`src/rtl/pulse_gen_if.sv`:
```
// pulse_gen_if: request/status bundle for pulse_gen.
// The master launches a pulse train with start plus length/count fields and
// observes the generated waveform and its status flags.
interface pulse_gen_if #(
  parameter int unsigned CW = 8
);
  logic          start;
  logic [CW-1:0] high_len;
  logic [CW-1:0] low_len;
  logic [CW-1:0] pulse_cnt;
  logic          data;
  logic          busy;
  logic          done;

  modport master (
    output start, high_len, low_len, pulse_cnt,
    input  data, busy, done
  );

  modport slave (
    input  start, high_len, low_len, pulse_cnt,
    output data, busy, done
  );
endinterface

```
`src/rtl/pulse_gen.sv`:
```
// pulse_gen: programmable pulse-train generator.
// After an accepted start, emits pulse_cnt periods of max(high_len,1) cycles
// high followed by max(low_len,1) cycles low, then pulses done for one cycle.
// Optional feature: define PULSE_GEN_ABORT_EN to add the abort input, which
// terminates a running train (with a done pulse) on the next clock edge.
module pulse_gen #(
  parameter int unsigned CW = 8
) (
  input  logic clk,
  input  logic rst,
`ifdef PULSE_GEN_ABORT_EN
  input  logic abort,
`endif
  pulse_gen_if.slave bus
);

  typedef enum logic [1:0] {IDLE, HIGH, LOW} state_t;

  localparam logic [CW-1:0] ONE = CW'(1);

  state_t        r_state,    w_state_nxt;
  logic [CW-1:0] r_high_len, w_high_len_nxt;
  logic [CW-1:0] r_low_len,  w_low_len_nxt;
  logic [CW-1:0] r_cnt,      w_cnt_nxt;
  logic [CW-1:0] r_phase,    w_phase_nxt;
  logic          r_data,     w_data_nxt;
  logic          r_busy,     w_busy_nxt;
  logic          r_done,     w_done_nxt;
  logic          w_abort;

`ifdef PULSE_GEN_ABORT_EN
  assign w_abort = abort;
`else
  assign w_abort = 1'b0;
`endif

  // A zero length is treated as one cycle.
  function automatic logic [CW-1:0] eff_len(input logic [CW-1:0] len);
    return (len == '0) ? ONE : len;
  endfunction

  // Next-state and output decode; phase counter counts down to 1 so a
  // full-scale length never needs a CW+1-bit value.
  always_comb begin
    w_state_nxt    = r_state;
    w_high_len_nxt = r_high_len;
    w_low_len_nxt  = r_low_len;
    w_cnt_nxt      = r_cnt;
    w_phase_nxt    = r_phase;
    w_data_nxt     = r_data;
    w_busy_nxt     = r_busy;
    w_done_nxt     = 1'b0;

    case (r_state)
      IDLE: begin
        // Start in the done cycle is refused so a train is never back-to-back.
        if (bus.start && !r_done && (bus.pulse_cnt != '0)) begin
          w_state_nxt    = HIGH;
          w_high_len_nxt = eff_len(bus.high_len);
          w_low_len_nxt  = eff_len(bus.low_len);
          w_cnt_nxt      = bus.pulse_cnt;
          w_phase_nxt    = eff_len(bus.high_len);
          w_data_nxt     = 1'b1;
          w_busy_nxt     = 1'b1;
        end
      end
      HIGH: begin
        if (r_phase == ONE) begin
          w_state_nxt = LOW;
          w_phase_nxt = r_low_len;
          w_data_nxt  = 1'b0;
        end else begin
          w_phase_nxt = r_phase - ONE;
        end
      end
      LOW: begin
        if (r_phase == ONE) begin
          if (r_cnt == ONE) begin
            w_state_nxt    = IDLE;
            w_high_len_nxt = '0;
            w_low_len_nxt  = '0;
            w_cnt_nxt      = '0;
            w_phase_nxt    = '0;
            w_busy_nxt     = 1'b0;
            w_done_nxt     = 1'b1;
          end else begin
            w_state_nxt = HIGH;
            w_cnt_nxt   = r_cnt - ONE;
            w_phase_nxt = r_high_len;
            w_data_nxt  = 1'b1;
          end
        end else begin
          w_phase_nxt = r_phase - ONE;
        end
      end
      default: begin
        w_state_nxt = IDLE;
        w_data_nxt  = 1'b0;
        w_busy_nxt  = 1'b0;
      end
    endcase

    // Abort overrides everything, including a start seen in the same cycle.
    if (w_abort && (r_state != IDLE)) begin
      w_state_nxt    = IDLE;
      w_high_len_nxt = '0;
      w_low_len_nxt  = '0;
      w_cnt_nxt      = '0;
      w_phase_nxt    = '0;
      w_data_nxt     = 1'b0;
      w_busy_nxt     = 1'b0;
      w_done_nxt     = 1'b1;
    end
  end

  // State, counters and registered outputs; reset clears everything.
  always_ff @(posedge clk) begin
    if (rst) begin
      r_state    <= IDLE;
      r_high_len <= '0;
      r_low_len  <= '0;
      r_cnt      <= '0;
      r_phase    <= '0;
      r_data     <= 1'b0;
      r_busy     <= 1'b0;
      r_done     <= 1'b0;
    end else begin
      r_state    <= w_state_nxt;
      r_high_len <= w_high_len_nxt;
      r_low_len  <= w_low_len_nxt;
      r_cnt      <= w_cnt_nxt;
      r_phase    <= w_phase_nxt;
      r_data     <= w_data_nxt;
      r_busy     <= w_busy_nxt;
      r_done     <= w_done_nxt;
    end
  end

  assign bus.data = r_data;
  assign bus.busy = r_busy;
  assign bus.done = r_done;

endmodule

```
`src/flat_wrapper.sv`:
```
// flat-port wrapper written by rule: the top's interface ports become plain ports
module pulse_gen_flat 
#(
  parameter int unsigned CW = 8
)
  (clk, rst, bus_start, bus_high_len, bus_low_len, bus_pulse_cnt, bus_data, bus_busy, bus_done);
  pulse_gen_if #(.CW(CW)) bus_i ();
  input  logic clk;
  input  logic rst;
  input wire logic [$bits(bus_i.start)-1:0] bus_start;
  input wire logic [$bits(bus_i.high_len)-1:0] bus_high_len;
  input wire logic [$bits(bus_i.low_len)-1:0] bus_low_len;
  input wire logic [$bits(bus_i.pulse_cnt)-1:0] bus_pulse_cnt;
  output wire logic [$bits(bus_i.data)-1:0] bus_data;
  output wire logic [$bits(bus_i.busy)-1:0] bus_busy;
  output wire logic [$bits(bus_i.done)-1:0] bus_done;
  assign bus_i.start = bus_start;
  assign bus_i.high_len = bus_high_len;
  assign bus_i.low_len = bus_low_len;
  assign bus_i.pulse_cnt = bus_pulse_cnt;
  assign bus_data = bus_i.data;
  assign bus_busy = bus_i.busy;
  assign bus_done = bus_i.done;
  pulse_gen #(.CW(CW)) u_core (.clk(clk), .rst(rst), .bus(bus_i));
endmodule
```
`config.mk`:
```
export PLATFORM = sky130hd
export DESIGN_NAME = pulse_gen_flat
export DESIGN_NICKNAME = d
export VERILOG_FILES = /design/src/rtl/pulse_gen_if.sv /design/src/rtl/pulse_gen.sv /design/src/flat_wrapper.sv
export SDC_FILE = /design/constraint.sdc
export NUM_CORES = 1
export LEC_CHECK = 0
export ABC_AREA = 0
export CORE_MARGIN = 4
export CORE_UTILIZATION = 35
export CTS_CLUSTER_DIAMETER = 40
export DETAILED_ROUTE_END_ITERATION = 16
export DONT_BUFFER_PORTS = 1
export PLACE_DENSITY = 0.48
export SETUP_SLACK_MARGIN = 0.02
export SYNTH_ARGS = -nofsm -noshare
export SYNTH_HDL_FRONTEND = slang
export SYNTH_SLANG_ARGS = --single-unit
```
`constraint.sdc`:
```
create_clock -name clk -period 3.35 [get_ports clk]
set_clock_uncertainty 0.05 [all_clocks]
set_input_delay 0.335 -clock clk [delete_from_list [all_inputs] [get_ports clk]]
set_output_delay 0.335 -clock clk [all_outputs]
set_load 0.1 [all_outputs]
```
==> PnR_summary.wiki, run 1 <==
{| class="wikitable"
! Metric !! Value
|-
| Share of post-route cells with drive strength above 1 || 0.05761
|-
| Total Neg Setup Slack || 0 ns
|-
| Count of different cell masters after synthesis || 49
|-
| Routed metal-1 wirelength || 2745 um
|-
| Type of element capturing the critical path || flop
|-
| Die Wd || 84.76 um
|-
| Number of buffers inserted by port buffering || 0
|-
| Clock-pin transition on the worst setup and hold timing paths || 0.09 ns
|-
| Final worst path period need || 2.531 ns
|-
| Number of enable-type register cells in the synthesized netlist || 0
|-
| Post-detailed-route count of antenna-violating nets || 0
|-
| Total length of routed met2 wires || 2419 um
|-
| Via count of the first global-routing pass || 1753
|-
| Placed standard-cell area || 2123 um2
|-
| Cell type contributing the most total cell area after synthesis || dfxtp_1
|-
| Peak clock frequency supported by timing || 395.1 MHz
|-
| TritonCTS Buffers || 5
|-
| Critical R2R Launch || u_core.r_cnt[1]
|-
| Max-slew headroom || 0.3091
|-
| Uppermost routed layer || met4
|-
| Number of iterations in the first detailed-routing pass || 4
|-
| Count of maximum capacitance violations || 0
|-
| Pwr dens || 1023 nW/um2
|-
| Endpoint, Worst Hold || u_core.r_phase[0]
|-
| Start-to-end type of the worst setup path || reg -> reg
|-
| Number of rows created at floorplan || 27
|-
| Fin nets || 277
|-
| Actual slew at the worst max-slew pin || 1.033 ns
|-
| Hold Buf Count CTS || 0
|-
| Synth Cell Area || 2062 um2
|-
| RSZ-0062 raised after global routing || false
|-
| Wire length of the first global-routing pass || 9142 um
|-
| Area used by multi-input combinational logic || 1214 um2
|-
| Remaining design rule violation count || 0
|-
| Initial antenna violation count || 0
|-
| Effective utilization at floorplan || 0.3677
|-
| Pin count of the biggest net entering global routing || 25
|-
| Static leakage || 0.0008330 uW
|-
| Buffer depth of the longest clock path || 2
|-
| Hold_ws || 0.05499 ns
|-
| Residual overflow from global routing || 0
|-
| Total number of yosys warnings || 0
|-
| GP Congestion || 0.7711
|-
| Summed area of non-filler cells in the final layout || 2238 um2
|-
| Post-detailed-placement half-perimeter wirelength || 4105 um
|-
| Cells on worst reg2reg path || 7
|-
| WHS Path Cells || 1
|-
| Type of the most critical hold path || in -> reg
|-
| WL met3 || 358 um
|-
| Total die area || 7183 um2
|-
| Sequential share of the synthesized area || 0.3592
|-
| Final routed wire length divided by cell count || 17.77 um
|-
| Max VDD drop || 472.4 uV
|-
| FFs w/ async S/R, synth || 0
|-
| Period utilization || 0.7556
|-
| Worst reg2reg setup slack || 0.82 ns
|-
| Final hold violation count || 0
|-
| GR Util All Layers || 0.1582
|-
| Startpoint Class || flop
|-
| Number of inserted filler cells in the final layout || 596
|-
| Clock Latency Late Sink || 0.30 ns
|-
| Via count || 1863
|-
| Yosys reg bits || 37
|-
| Max FO, Critical Path || 16
|-
| Post-DR vias/cell || 5.914
|-
| Outcome || finished clean
|-
| Clock Tree Root || clkbuf_8
|-
| Clock tree from TritonCTS || yes
|-
| Syn_nets || 280
|-
| Layout overhead on the synthesized area || 8.556%
|-
| Overall power consumption || 2290 uW
|-
| Initial drt markers || 157
|-
| Die H || 84.76 um
|-
| Hold path startpoint || rst
|-
| PostCTS Resize Cnt || 0
|-
| H-tree lvl count || 2
|-
| Synth top area share || 0.3592
|-
| Floorplan core area || 5608 um2
|-
| Final Routed Wirelength || 5599 um
|-
| Final antenna diode count || 0
|-
| Number of primary I/O pins || 30
|-
| Instance count of the mapped netlist || 245
|-
| Fin. max-slew vios || 0
|-
| Arrival time of the worst setup path || 2.67 ns
|-
| Number of sinks on the clock net || 37
|-
| Most area-consuming cells after synthesis || dfxtp_1, a22o_1, ha_1
|-
| Required time worst endpoint || 3.49 ns
|-
| Main synth FF type || dfxtp_1
|-
| Number of setup violations in the final report || 0
|-
| RR Endpoint || u_core.r_high_len[7]
|-
| Post-Synthesis Mean Instance Area || 8.416 um2
|-
| Footprint of the flip-flops and latches || 740.7 um2
|-
| Post CTS Setup Buffer Count || 0
|}
-- report_power, final --
group | internal (uW) | switching, uW
Sequential | 581 | 215
Combinational | 424 | 666
Clock | 223 | 180
-- how the worst max path moves through the flow --
| stage | to | cells past startpoint | slack [ns] | startpoint |
|---|---|---|---|---|
| 6_report | u_core.r_high_len[7] | 7 | 0.82 | u_core.r_cnt[1] |
| 5_1_grt | u_core.r_high_len[6] | 6 | 0.63 | u_core.r_state[0] |
| 4_1_cts | u_core.r_high_len[7] | 7 | 0.82 | u_core.r_cnt[1] |
| 3_5_place_dp | u_core.r_high_len[4] | 7 | 0.83 | u_core.r_cnt[1] |
| 3_3_place_gp | u_core.r_high_len[4] | 7 | 0.86 | u_core.r_cnt[1] |
| 2_1_floorplan | u_core.r_high_len[4] | 8 | 1.02 | u_core.r_cnt[1] |
-- metrics by stage --
step             util  worst slack, ns  cells
4_1_cts        0.3992           0.8209    315
6_report       0.3992           0.8189    315
5_1_grt        0.3992           0.6277    315
2_1_floorplan       -            1.018    245
3_3_place_gp   0.3786           0.8552    307
3_5_place_dp   0.3786           0.8256    307
-- logic make-up after synthesis --
family | Yosys count | share of synthesized area
fa+ha+maj | 8 | 0.04855
buf+inv | 28 | 0.05521
mux | 5 | 0.02427
simple gates | 80 | 0.2009
compound gates | 84 | 0.2992
xor+xnor | 3 | 0.01275
flops | 37 | 0.3592
-- worst max-delay path, stage by stage (launching register included) --
cell and delay, ns:
dfxtp_1 0.32, inv_1 0.13, ha_1 0.21, or4b_1 0.53
o41a_1 0.48, a211oi_2 0.20, nor2_1 0.24, a22o_1 0.26
-- layer usage --
metal  vias to the layer above  track usage
met5                         -            0
met4                         0      0.04173
met3                         9      0.04416
met2                        49       0.2249
met1                       876       0.2330
li1                        929            -
-- cell type report --
cell class | instances | share of cell area
clock inverter | 3 | 0.02068
sequential | 37 | 0.3309
inverter | 15 | 0.02515
tap | 72 | 0.04025
clock buffer | 5 | 0.03074
multi-input combinational | 180 | 0.5422
timing repair buffer | 3 | 0.01006
-- layout by cell type, fill, tap and decap left out, types with 2 or more instances in the layout --
cell,instances
o21ai_0,10
a32o_1,2
nand4_1,3
dfxtp_1,37
and3_1,3
or4_1,3
a211o_1,4
nand2_1,11
clkbuf_8,5
a21oi_1,17
nor3b_1,4
nor4_1,6
nand3_1,6
ha_1,8
mux2i_1,5
or3_1,2
a22o_1,14
nor3_1,12
inv_1,15
o21a_1,2
a211oi_1,7
a32oi_1,2
buf_4,3
a22oi_1,2
xor2_1,3
nand2b_1,2
o2bb2ai_1,6
a31oi_1,3
a221oi_1,2
nor2_1,22
-- registers in the layout (all words and copies together), names as in the netlist --
| signal | flops |
|---|---|
| u_core.bus.busy | 1 |
| u_core.r_cnt | 8 |
| u_core.bus.data | 1 |
| u_core.r_high_len | 8 |
| u_core.r_state | 2 |
| u_core.r_phase | 8 |
| u_core.bus.done | 1 |
| u_core.r_low_len | 8 |
-- synthesized netlist by cell type (3+ instances only) --
cell type,number
nor2_1,22
dfxtp_1,37
o2bb2ai_1,6
nand2_1,11
mux2i_1,5
and3_1,3
nor4_1,7
a211o_1,4
nor3_1,12
o21ai_0,10
nor3b_1,4
inv_1,15
a22o_1,14
or4_1,3
clkbuf_1,11
a21oi_1,17
ha_1,8
nand3_1,6
xor2_1,3
a211oi_1,7
a31oi_1,3
nand4_1,3
Note: power is estimated with default switching activity, not from simulation.
==> inputs of run 2 (changes only) <==
Settings changed: PLACE_DENSITY 0.48 to 0.5.
Clock period 3.35 ns to 2.1 ns, I/O delays scaled along.
==> run 2 against run 1 <==
  * The run now ends with setup timing left
  * Setup slack worse by 0.83 ns
  * Global-route usage up 1.9 points
  * Maximum frequency up 20%
  * Sequential share of layout area down 6.5 points
  * Register-to-register slack worse by 0.83 ns
  * Combinational power up 140%
  * Die area unchanged
  * Largest cell class unchanged
  * Highest routed layer unchanged
==> PnR_summary.wiki, run 2 (synthesis results as in run 1) <==
{| class="wikitable"
! Metric !! Value
|-
| Outcome || finished, violations left
|-
| Violated checks || setup timing
|-
| Floorplan core area || 5608 um2
|-
| Share of post-route cells with drive strength above 1 || 0.2542
|-
| Final antenna diode count || 0
|-
| Final worst path period need || 2.110 ns
|-
| Post-detailed-route count of antenna-violating nets || 0
|-
| Number of setup violations in the final report || 6
|-
| Post-detailed-placement half-perimeter wirelength || 4615 um
|-
| Final routed wire length divided by cell count || 16.63 um
|-
| Number of iterations in the first detailed-routing pass || 4
|-
| Total Neg Setup Slack || -0.03995 ns
|-
| Max-slew headroom || 0.5151
|-
| Number of sinks on the clock net || 37
|-
| H-tree lvl count || 2
|-
| Buffer depth of the longest clock path || 2
|-
| Buffers & Inverters on Critical Path || 0
|-
| Count of maximum capacitance violations || 0
|-
| Final hold violation count || 0
|-
| Worst reg2reg setup slack || -0.01 ns
|-
| Clock Tree Root || clkbuf_8
|-
| Critical R2R Launch || u_core.r_phase[4]
|-
| GP Congestion || 0.7562
|-
| Remaining design rule violation count || 0
|-
| Initial antenna violation count || 0
|-
| Top delay family on crit path || compound AO/OA/AOI/OAI gates
|-
| Routed metal-1 wirelength || 2743 um
|-
| Fin. max-slew vios || 0
|-
| Required time worst endpoint || 2.24 ns
|-
| Type of the most critical hold path || in -> reg
|-
| Placed standard-cell area || 2459 um2
|-
| Number of buffers inserted by port buffering || 0
|-
| Max FO, Critical Path || 16
|-
| Via count || 2081
|-
| Endpoint of the worst setup timing path || u_core.r_low_len[6]
|-
| Layout overhead on the synthesized area || 36.10%
|-
| Post-DR vias/cell || 5.670
|-
| Residual overflow from global routing || 0
|-
| Die H || 84.76 um
|-
| Total length of routed met2 wires || 2926 um
|-
| Crit path max-delay cell type || or4_1
|-
| Number of primary I/O pins || 30
|-
| Total die area || 7183 um2
|-
| Startpoint Class || flop
|-
| Period utilization || 1.005
|-
| Crit path cell chain || or4_1 -> o41a_1 -> a211oi_2 -> nor2_4 -> a22o_1
|-
| RSZ-0062 raised after global routing || true
|-
| Effective utilization at floorplan || 0.3677
|-
| Fin worst setup slack || -0.009662 ns
|-
| Clock-pin transition on the worst setup and hold timing paths || 0.09 ns
|-
| Max VDD drop || 592.7 uV
|-
| TritonCTS Buffers || 5
|-
| Commonest cells after routing, fill and taps aside || buf_4, dfxtp_1, nor2_1
|-
| Arrival time of the worst setup path || 2.25 ns
|-
| Number of rows created at floorplan || 27
|-
| Initial drt markers || 80
|-
| Via count of the first global-routing pass || 2050
|-
| Fin nets || 329
|-
| Summed area of non-filler cells in the final layout || 2806 um2
|-
| Final Routed Wirelength || 6104 um
|-
| Uppermost routed layer || met4
|-
| Most common library cell in the layout ignoring fill and taps || buf_4
|-
| Pwr dens || 1588 nW/um2
|-
| Pin count of the biggest net entering global routing || 18
|-
| Cells on worst reg2reg path || 5
|-
| Static leakage || 0.001116 uW
|-
| Start-to-end type of the worst setup path || reg -> reg
|-
| Peak clock frequency supported by timing || 474.0 MHz
|-
| WL met3 || 360 um
|-
| Type of element capturing the critical path || flop
|-
| Clock Latency Late Sink || 0.30 ns
|-
| Logic depth of the worst setup path including buffers || 5
|-
| Actual slew at the worst max-slew pin || 0.7250 ns
|-
| Die Wd || 84.76 um
|-
| RR Endpoint || u_core.r_low_len[6]
|-
| Overall power consumption || 4458 uW
|-
| Wire length of the first global-routing pass || 10330 um
|-
| GR Util All Layers || 0.1773
|-
| Critical path startpoint || u_core.r_phase[4]
|-
| Clock tree from TritonCTS || yes
|-
| CP peak stage delay || 0.58 ns
|}
run 2: changes by cell type in the layout (fill, tap and decap cells not counted), sizes merged:
cell	change
bufinv	+1
buf	+38
clkinv	-1
clkinvlp	-1
inv	+1
dlygate4sd3	+14
run 2: report_power, final:
| group | internal [uW] | switching (uW) | leakage (uW) |
|---|---|---|---|
| combinational | 1170 | 1430 | 0.000741 |
| sequential | 935 | 174 | 0.000306 |
| clock | 478 | 279 | 0.0000687 |
| total | 2580 | 1880 | 0.00112 |
run 2: layer usage:
metal | global-route usage | vias to the layer above
met5 | 0 | -
met4 | 0.04460 | 0
met3 | 0.04711 | 11
met2 | 0.2925 | 63
met1 | 0.2294 | 971
li1 | - | 1036
run 2: worst min-delay path by stage:
stage,slack [ns],to,cells past startpoint,startpoint
3_5_place_dp,0.23,u_core.r_phase[5],1,rst
6_report,0.007,u_core.r_high_len[5],1,bus_high_len[5]
3_3_place_gp,0.23,u_core.r_phase[5],1,rst
5_1_grt,0.005,u_core.r_high_len[5],1,bus_high_len[5]
2_1_floorplan,0.29,u_core.r_high_len[4],1,bus_high_len[4]
4_1_cts,0.005,u_core.r_high_len[2],1,bus_high_len[2]
run 2: final cells by class:
type                       count  area (um2)
clock inverter                 3       68.82
multi-input combinational    180        1311
tap                           72       90.09
inverter                      15       56.30
timing repair buffer          55       464.2
fill                         557        2801
clock buffer                   5       68.82
sequential                    37       747.0
run 2: timing repair:
item | in CTS | in global routing
endpoints found under the setup margin | 15 | 35
pin swaps | 0 | 1
cloned | 0 | 0
gates resized for setup | 1 | 16
buffers inserted | 0 | 0
hold endpoints to repair | 29 | 1
hold buffers | 13 | 1
run 2: metrics by stage:
| stage | utilization | hold WS, ns | instances | setup slack, ns |
|---|---|---|---|---|
| CTS | 0.4868 | 0.004973 | 366 | -0.01279 |
| finish | 0.5004 | 0.006672 | 367 | -0.009662 |
| floorplan | - | 0.2929 | 245 | -0.004545 |
| global route | 0.5004 | 0.004617 | 367 | -0.09846 |
| detailed placement | 0.4384 | 0.2337 | 345 | -0.002031 |
| global placement | 0.4384 | 0.2331 | 345 | 0.01604 |
run 2: worst reg2reg max path, delay by kind of cell, from the launching register on:
kind	cells	cell delay, ns
AO/OA/AOI/OAI	3	0.88
AND/OR/NAND/NOR	2	0.72
flip-flops	1	0.36
